$ cat src/rtl/pixel_sink_pkg.sv
// Shared types and constants for the pixel write sink: screen geometry, the pixel record,
// the sink state enum and coordinate helpers.
package pixel_sink_pkg;

    localparam int unsigned SCREEN_W = 160;
    localparam int unsigned SCREEN_H = 120;
    localparam int unsigned FB_SIZE  = 19200;
    localparam int unsigned ADDR_W   = 15;
    localparam int unsigned COLOR_W  = 3;
    localparam int unsigned X_W      = 8;
    localparam int unsigned Y_W      = 7;

    typedef struct packed {
        logic [X_W-1:0]     x;
        logic [Y_W-1:0]     y;
        logic [COLOR_W-1:0] color;
    } pixel_t;

    typedef enum logic {
        RUN   = 1'b0,
        CLEAR = 1'b1
    } state_e;

    // y*160 + x as two shifts and an add; fits 15 bits even for out-of-range inputs.
    function automatic logic [ADDR_W-1:0] pixel_addr(input logic [X_W-1:0] x,
                                                     input logic [Y_W-1:0] y);
        logic [ADDR_W-1:0] yw;
        yw = ADDR_W'(y);
        return (yw << 7) + (yw << 5) + ADDR_W'(x);
    endfunction

    function automatic logic pixel_in_range(input logic [X_W-1:0] x,
                                            input logic [Y_W-1:0] y);
        return (x < X_W'(SCREEN_W)) && (y < Y_W'(SCREEN_H));
    endfunction

endpackage

$ cat src/rtl/pixel_write_sink_if.sv
// Plot handshake bus between the drawers (master) and the pixel write sink (slave).
interface pixel_write_sink_if;
    import pixel_sink_pkg::*;

    logic [X_W-1:0]     XIn;
    logic [Y_W-1:0]     YIn;
    logic [COLOR_W-1:0] ColorIn;
    logic               Plot;
    logic               Ready;

    modport master (output XIn, YIn, ColorIn, Plot, input Ready);
    modport slave  (input XIn, YIn, ColorIn, Plot, output Ready);

endinterface

$ cat src/rtl/pixel_fifo.sv
// Synchronous FIFO of pixel records; pushes when full and pops when empty are ignored.
module pixel_fifo
    import pixel_sink_pkg::*;
#(
    parameter int unsigned FIFO_DEPTH = 8
) (
    input  logic   Clock,
    input  logic   Reset,
    input  logic   push,
    input  logic   pop,
    input  pixel_t wdata,
    output pixel_t rdata,
    output logic   full,
    output logic   empty
);

    localparam int unsigned PTR_W = (FIFO_DEPTH > 1) ? $clog2(FIFO_DEPTH) : 1;
    localparam int unsigned CNT_W = $clog2(FIFO_DEPTH + 1);

    pixel_t             mem_q [FIFO_DEPTH];
    logic [PTR_W-1:0]   wr_ptr_q, rd_ptr_q;
    logic [CNT_W-1:0]   count_q;
    logic               do_push, do_pop;

    assign full    = (count_q == CNT_W'(FIFO_DEPTH));
    assign empty   = (count_q == '0);
    assign do_push = push && !full;
    assign do_pop  = pop && !empty;
    assign rdata   = mem_q[rd_ptr_q];

    always_ff @(posedge Clock or posedge Reset) begin
        if (Reset) begin
            wr_ptr_q <= '0;
            rd_ptr_q <= '0;
            count_q  <= '0;
        end else begin
            if (do_push) wr_ptr_q <= wr_ptr_q + PTR_W'(1);
            if (do_pop)  rd_ptr_q <= rd_ptr_q + PTR_W'(1);
            case ({do_push, do_pop})
                2'b10:   count_q <= count_q + CNT_W'(1);
                2'b01:   count_q <= count_q - CNT_W'(1);
                default: count_q <= count_q;
            endcase
        end
    end

    // Storage needs no reset; the pointers define what is valid.
    always_ff @(posedge Clock) begin
        if (do_push) mem_q[wr_ptr_q] <= wdata;
    end

endmodule

$ cat src/rtl/pixel_write_sink.sv
// Buffers plots, linearises them into framebuffer writes and sequences full-screen clears.
// Optional clipping of off-screen plots is enabled by defining PIXEL_SINK_CLIP_EN.
module pixel_write_sink
    import pixel_sink_pkg::*;
#(
    parameter int unsigned        FIFO_DEPTH  = 8,
    parameter logic [COLOR_W-1:0] CLEAR_COLOR = 3'b000
) (
    input  logic                  Clock,
    input  logic                  Reset,
    pixel_write_sink_if.slave     plot_bus,
    input  logic                  ClearReq,
    output logic                  ClearBusy,
    output logic [ADDR_W-1:0]     MemAddr,
    output logic [COLOR_W-1:0]    MemData,
    output logic                  MemWe,
    input  logic                  MemStall,
    output logic [7:0]            DropCount
);

    state_e             state_q, state_d;
    logic [ADDR_W-1:0]  clr_cnt_q;
    logic               clr_last;
    logic               ready;
    logic               plot_fire, fifo_push, fifo_pop, fifo_full, fifo_empty;
    logic               clr_start, clr_step, load_idle;
    pixel_t             fifo_wdata, fifo_head;

    assign fifo_wdata = '{x: plot_bus.XIn, y: plot_bus.YIn, color: plot_bus.ColorIn};
    assign plot_fire  = plot_bus.Plot && ready;
    assign plot_bus.Ready = ready;
    assign clr_last   = (clr_cnt_q == ADDR_W'(FB_SIZE - 1));

`ifdef PIXEL_SINK_CLIP_EN
    logic       in_bounds;
    logic [7:0] drop_q;

    assign in_bounds = pixel_in_range(plot_bus.XIn, plot_bus.YIn);
    assign fifo_push = plot_fire && in_bounds;
    assign DropCount = drop_q;

    always_ff @(posedge Clock or posedge Reset) begin
        if (Reset) begin
            drop_q <= '0;
        end else if (plot_fire && !in_bounds && (drop_q != 8'hFF)) begin
            drop_q <= drop_q + 8'd1;
        end
    end
`else
    assign fifo_push = plot_fire;
    assign DropCount = '0;
`endif

    pixel_fifo #(
        .FIFO_DEPTH (FIFO_DEPTH)
    ) u_fifo (
        .Clock (Clock),
        .Reset (Reset),
        .push  (fifo_push),
        .pop   (fifo_pop),
        .wdata (fifo_wdata),
        .rdata (fifo_head),
        .full  (fifo_full),
        .empty (fifo_empty)
    );

    always_ff @(posedge Clock or posedge Reset) begin
        if (Reset) state_q <= RUN;
        else       state_q <= state_d;
    end

    always_comb begin
        state_d = state_q;
        unique case (state_q)
            RUN:   if (ClearReq && !MemStall) state_d = CLEAR;
            CLEAR: if (!MemStall && clr_last) state_d = RUN;
        endcase
    end

    // A clear request wins over draining on the transition edge so the FIFO is kept intact.
    always_comb begin
        ready     = 1'b0;
        ClearBusy = 1'b0;
        fifo_pop  = 1'b0;
        clr_start = 1'b0;
        clr_step  = 1'b0;
        load_idle = 1'b0;
        unique case (state_q)
            RUN: begin
                ready     = !fifo_full;
                clr_start = ClearReq && !MemStall;
                fifo_pop  = !ClearReq && !MemStall && !fifo_empty;
                load_idle = !MemStall && (ClearReq || fifo_empty);
            end
            CLEAR: begin
                ClearBusy = 1'b1;
                clr_step  = !MemStall;
            end
        endcase
    end

    always_ff @(posedge Clock or posedge Reset) begin
        if (Reset) begin
            clr_cnt_q <= '0;
        end else if (clr_start) begin
            clr_cnt_q <= '0;
        end else if (clr_step) begin
            clr_cnt_q <= clr_cnt_q + ADDR_W'(1);
        end
    end

    // Output stage: no enable is asserted under stall, so address, data and strobe hold.
    always_ff @(posedge Clock or posedge Reset) begin
        if (Reset) begin
            MemAddr <= '0;
            MemData <= '0;
            MemWe   <= 1'b0;
        end else if (clr_step) begin
            MemAddr <= clr_cnt_q;
            MemData <= CLEAR_COLOR;
            MemWe   <= 1'b1;
        end else if (fifo_pop) begin
            MemAddr <= pixel_addr(fifo_head.x, fifo_head.y);
            MemData <= fifo_head.color;
            MemWe   <= 1'b1;
        end else if (load_idle) begin
            MemWe   <= 1'b0;
        end
    end

endmodule

$ cat src/flat_wrapper.sv
// flat-port wrapper written by rule: the top's interface ports become plain ports
module pixel_write_sink_flat import pixel_sink_pkg::*;
#(
    parameter int unsigned        FIFO_DEPTH  = 8,
    parameter logic [COLOR_W-1:0] CLEAR_COLOR = 3'b000
)
  (Clock, Reset, ClearReq, ClearBusy, MemAddr, MemData, MemWe, MemStall, DropCount, plot_bus_XIn, plot_bus_YIn, plot_bus_ColorIn, plot_bus_Plot, plot_bus_Ready);
  pixel_write_sink_if plot_bus_i ();
  input  logic Clock;
  input  logic Reset;
  input  logic ClearReq;
  output logic ClearBusy;
  output logic [ADDR_W-1:0] MemAddr;
  output logic [COLOR_W-1:0] MemData;
  output logic MemWe;
  input  logic MemStall;
  output logic [7:0] DropCount;
  input wire logic [$bits(plot_bus_i.XIn)-1:0] plot_bus_XIn;
  input wire logic [$bits(plot_bus_i.YIn)-1:0] plot_bus_YIn;
  input wire logic [$bits(plot_bus_i.ColorIn)-1:0] plot_bus_ColorIn;
  input wire logic [$bits(plot_bus_i.Plot)-1:0] plot_bus_Plot;
  output wire logic [$bits(plot_bus_i.Ready)-1:0] plot_bus_Ready;
  assign plot_bus_i.XIn = plot_bus_XIn;
  assign plot_bus_i.YIn = plot_bus_YIn;
  assign plot_bus_i.ColorIn = plot_bus_ColorIn;
  assign plot_bus_i.Plot = plot_bus_Plot;
  assign plot_bus_Ready = plot_bus_i.Ready;
  pixel_write_sink #(.FIFO_DEPTH(FIFO_DEPTH), .CLEAR_COLOR(CLEAR_COLOR)) u_core (.Clock(Clock), .Reset(Reset), .plot_bus(plot_bus_i), .ClearReq(ClearReq), .ClearBusy(ClearBusy), .MemAddr(MemAddr), .MemData(MemData), .MemWe(MemWe), .MemStall(MemStall), .DropCount(DropCount));
endmodule
$ cat config.mk
export PLATFORM = sky130hd
export DESIGN_NAME = pixel_write_sink_flat
export DESIGN_NICKNAME = d
export VERILOG_FILES = /design/src/rtl/pixel_sink_pkg.sv /design/src/rtl/pixel_write_sink_if.sv /design/src/rtl/pixel_fifo.sv /design/src/rtl/pixel_write_sink.sv /design/src/flat_wrapper.sv
export SDC_FILE = /design/constraint.sdc
export NUM_CORES = 1
export LEC_CHECK = 0
export ABC_AREA = 1
export BUFFER_PORTS_ARGS = -buffer_cell sky130_fd_sc_hd__buf_2
export CORE_MARGIN = 4
export CORE_UTILIZATION = 60
export DETAILED_ROUTE_END_ITERATION = 8
export GPL_TIMING_DRIVEN = 0
export PLACE_DENSITY_LB_ADDON = 0.25
export SETUP_SLACK_MARGIN = 0.15
export SYNTH_ARGS = -nofsm -noshare
export SYNTH_HDL_FRONTEND = slang
export SYNTH_SLANG_ARGS = --single-unit
$ cat constraint.sdc
create_clock -name Clock -period 6.5 [get_ports Clock]
set_clock_uncertainty 0.05 [all_clocks]
set_input_delay 0.325 -clock Clock [delete_from_list [all_inputs] [get_ports Clock]]
set_output_delay 0.325 -clock Clock [all_outputs]
set_load 0.02 [all_outputs]
==> metrics.txt <==
die height ~130 µm; kind of critical path flop to flop; CTS tree done; # rows 43; most used cell, CP nand2_1; final number of setup-violating endpoints 0; combinational family with the most area after synthesis simple AND/OR/NAND/NOR gates; slew margin rel. between 40% and 50%; full die area 16000 µm²; number of fill cells 957; Reg2Reg Depth 15; share of cells above drive strength 1 15.4%; cell chain of the critical path clkbuf_1 > o21ai_0 > o22ai_1 > o21ai_1 > fa_1 > inv_1 > fa_1 > nand3_1 > nand2_1 > nand2_1 > nand2_1 > nand2_1 > nand2_1 > nand2_1 > nand2_1; Adder-Cell Fraction of Synth Area 3.54%; final cycle utilization of the critical path 52.8%; Max VDD drop 0.181 mV; Final Max Slew Viols 0; synth cell count leaders edfxtp_1, nand2_1, nor2_1; Avg Cell Area, Syn 10.8 µm²; htree depth 4; Hold Fails Final Rpt 0; endpoint class of the critical path flop; Core ar. 13800 µm²; # DRC 0; vias in the first global route 6135; mapped cell area 8420 µm²; critical path's slowest cell clkbuf_1; Initial Utilization 60.9%; Seq/Total Area, Yosys 64.8%; clk buf depth 2; worst reg2reg setup slack between 3 and 4 ns; synth top area cells edfxtp_1, dfrtp_1, nand2_1; Synth Area in Compound Gates 10.0%; flip-flop and latch area 5450 µm²; IO Port Bufs 43; area growth from synthesis to layout 14.3%; Cell Pwr Density roughly 260 nW/µm²; critical path peak fanout 10; per-cell routed wire length 19.3 µm; IO Pins 52; initial antenna violation count 0; XOR/XNOR Fraction of Synth Area 0.624%; All-Layer GR Usage 26.2%; library cells used by synthesis 40; Worst-Margin Slew roughly 0.77 ns; Final min period 3.43 ns; Worst Hold Class input pin to flop; maxcap violations 0; clock-pin slew on the worst setup and hold paths 0.06 ns; achievable frequency a little under 300 MHz; Synth async-reset ratio about a quarter; NumNets Final 903; Num CTS Buffers 17; chip width between 100 and 150 µm; fin worst setup slack a little over 3 ns; LEAKAGE 3.92 nW; multi-input logic area 2490 µm²; final hold slack between 0.09 and 0.1 ns; Hold Crit Depth 3; GRT Residual Overflow 0; initial drt markers 752; Avg Vias per Cell ~5.9; cell count after synthesis roughly 780; post-route insts no fill 1049; fraction of synthesized area in multiplexers 0%; Routability Congestion 0.843; Yosys warning count 0; hold path startpoint MemStall; simple-gate portion of the synthesized area between 10 and 15%; reg2reg end u_core.MemAddr[14]$_DFFE_PP0P_; post-route ant nets 0; pin count of the biggest net entering global routing 27; 1st-pass router iterations 5; Arr. time, crit path 3.71 ns; Top FF cell, synth edfxtp_1; kind of start point of the critical path flop; Root Buffer clkbuf_16; Inserted Diodes 0; # resized after CTS 0; vias slightly above 6000; cell with the most instances after synthesis edfxtp_1; dpl hpwl about 14000 µm; insertion delay to the later sink of the worst-skew pair 0.43 ns; share of the synthesized area in the top cell type 51.4%; first-pass GRT wire length 32100 µm; FF-to-FF Start u_core.u_fifo.rd_ptr_q[1]$_DFFE_PP0P_; RSZ-0062 raised after global routing no; Setup WS pre-CTS approximately 3.2 ns; final wirelength 20200 µm; setup_tns 0 ns; flops & latches, synth 189; EDFF count, synth 144; hold endpoint u_core.MemWe$_DFFE_PP0P_; CP peak stage delay between 0.5 and 0.6 ns; Post-Place Cells 1018; Synth area leader edfxtp_1; status completed; CTS sink cnt about 190; WP data required 6.78 ns
==> worst max-delay path by stage <==
stage                                                from                              to  slack [ns]
CTS                 u_core.u_fifo.rd_ptr_q[1]$_DFFE_PP0P_  u_core.MemAddr[14]$_DFFE_PP0P_        3.17
global route        u_core.u_fifo.rd_ptr_q[1]$_DFFE_PP0P_  u_core.MemAddr[14]$_DFFE_PP0P_        2.85
detailed placement  u_core.u_fifo.rd_ptr_q[1]$_DFFE_PP0P_  u_core.MemAddr[14]$_DFFE_PP0P_        3.20
global placement    u_core.u_fifo.rd_ptr_q[0]$_DFFE_PP0P_  u_core.MemAddr[14]$_DFFE_PP0P_        3.28
finish              u_core.u_fifo.rd_ptr_q[1]$_DFFE_PP0P_  u_core.MemAddr[14]$_DFFE_PP0P_        3.07
floorplan           u_core.u_fifo.rd_ptr_q[0]$_DFFE_PP0P_  u_core.MemAddr[14]$_DFFE_PP0P_        3.68
==> cells in the final DEF, fill, tap and decap left out, types with 3 or more instances in the layout <==
cell type and count:
edfxtp_1 144, nand2_1 139, nor2_1 97, o21ai_0 85, inv_1 69, buf_2 56, dfrtp_1 45, nand3_1 37
o22ai_1 22, ha_1 19, clkbuf_16 17, o211ai_1 16, a21oi_1 12, nor2_2 11, buf_4 11, clkbuf_1 9
conb_1 8, o21ai_1 7, buf_6 5, buf_8 5, nand3b_1 4, xor2_1 4, clkinvlp_4 4, inv_4 3
fa_1 3, clkinv_1 3, buf_16 3
==> metal layers <==
metal	share of wire [%]	global-route usage [%]
met5	0	0
met4	3.1	11.8
met3	8.2	5.31
met2	48	42.8
met1	40	34.1
==> critical path, delay by kind of cell (launching register included) <==
| family | cells | cell delay, ns |
|---|---|---|
| compound gates | 3 | 0.56 |
| fa+ha+maj | 2 | 0.99 |
| buf+inv | 2 | 0.62 |
| flops | 1 | 0.46 |
| simple gates | 8 | 0.64 |
==> final cells by class <==
| type | instances | area share, % |
|---|---|---|
| timing repair buffer | 53 | 4.19 |
| tap | 180 | 2.34 |
| multi-input combinational | 485 | 25.9 |
| buffer | 38 | 2.48 |
| clock buffer | 18 | 4.46 |
| clock inverter | 12 | 1.03 |
| inverter | 74 | 2.97 |
| sequential | 189 | 56.7 |
==> what timing repair did <==
action / in CTS / in global routing
endpoints found under the hold margin: 19 / 0
hold buffers: 1 / 0
buffers inserted: 0 / 0
==> registers in the layout (all words and copies together) (netlist names) <==
| signal | cells |
|---|---|
| u_core.MemData | 3 |
| u_core.MemAddr | 15 |
| u_core.clr_cnt_q | 15 |
| u_core.state_q | 1 |
| u_core.u_fifo.count_q | 4 |
| u_core.u_fifo.rd_ptr_q | 3 |
| u_core.u_fifo.mem_q | 144 |
| u_core.u_fifo.wr_ptr_q | 3 |
| u_core.MemWe | 1 |
==> cells by family after synthesis <==
kind of cell               count (synthesis)
AOI/OAI and AO/OA                        150
and+or+nand+nor                          299
DFF                                      189
buffers and inverters                    112
other                                      1
xor gates and xnor gates                   6
adders and majority gates                 22
==> power breakdown <==
part           total, W  switching [W]  leakage (nW)  internal [W]
Combinational  0.000159       0.000105          1.83     0.0000540
Sequential      0.00137      0.0000312          1.84       0.00134
Clock          0.000952       0.000433         0.247      0.000518
==> per-stage QoR <==
| step | utilization [%] | total power, W | cell area, µm² |
|---|---|---|---|
| 2_1_floorplan | - | 0.00149 | 8440 |
| 3_3_place_gp | 64.2 | 0.00154 | 8880 |
| 3_5_place_dp | 65.7 | 0.00155 | 9080 |
| 4_1_cts | 69.6 | 0.00247 | 9620 |
| 5_1_grt | 69.6 | 0.00255 | 9620 |
| 6_report | 69.6 | 0.00248 | 9620 |
(Power assumes the default switching activity.)
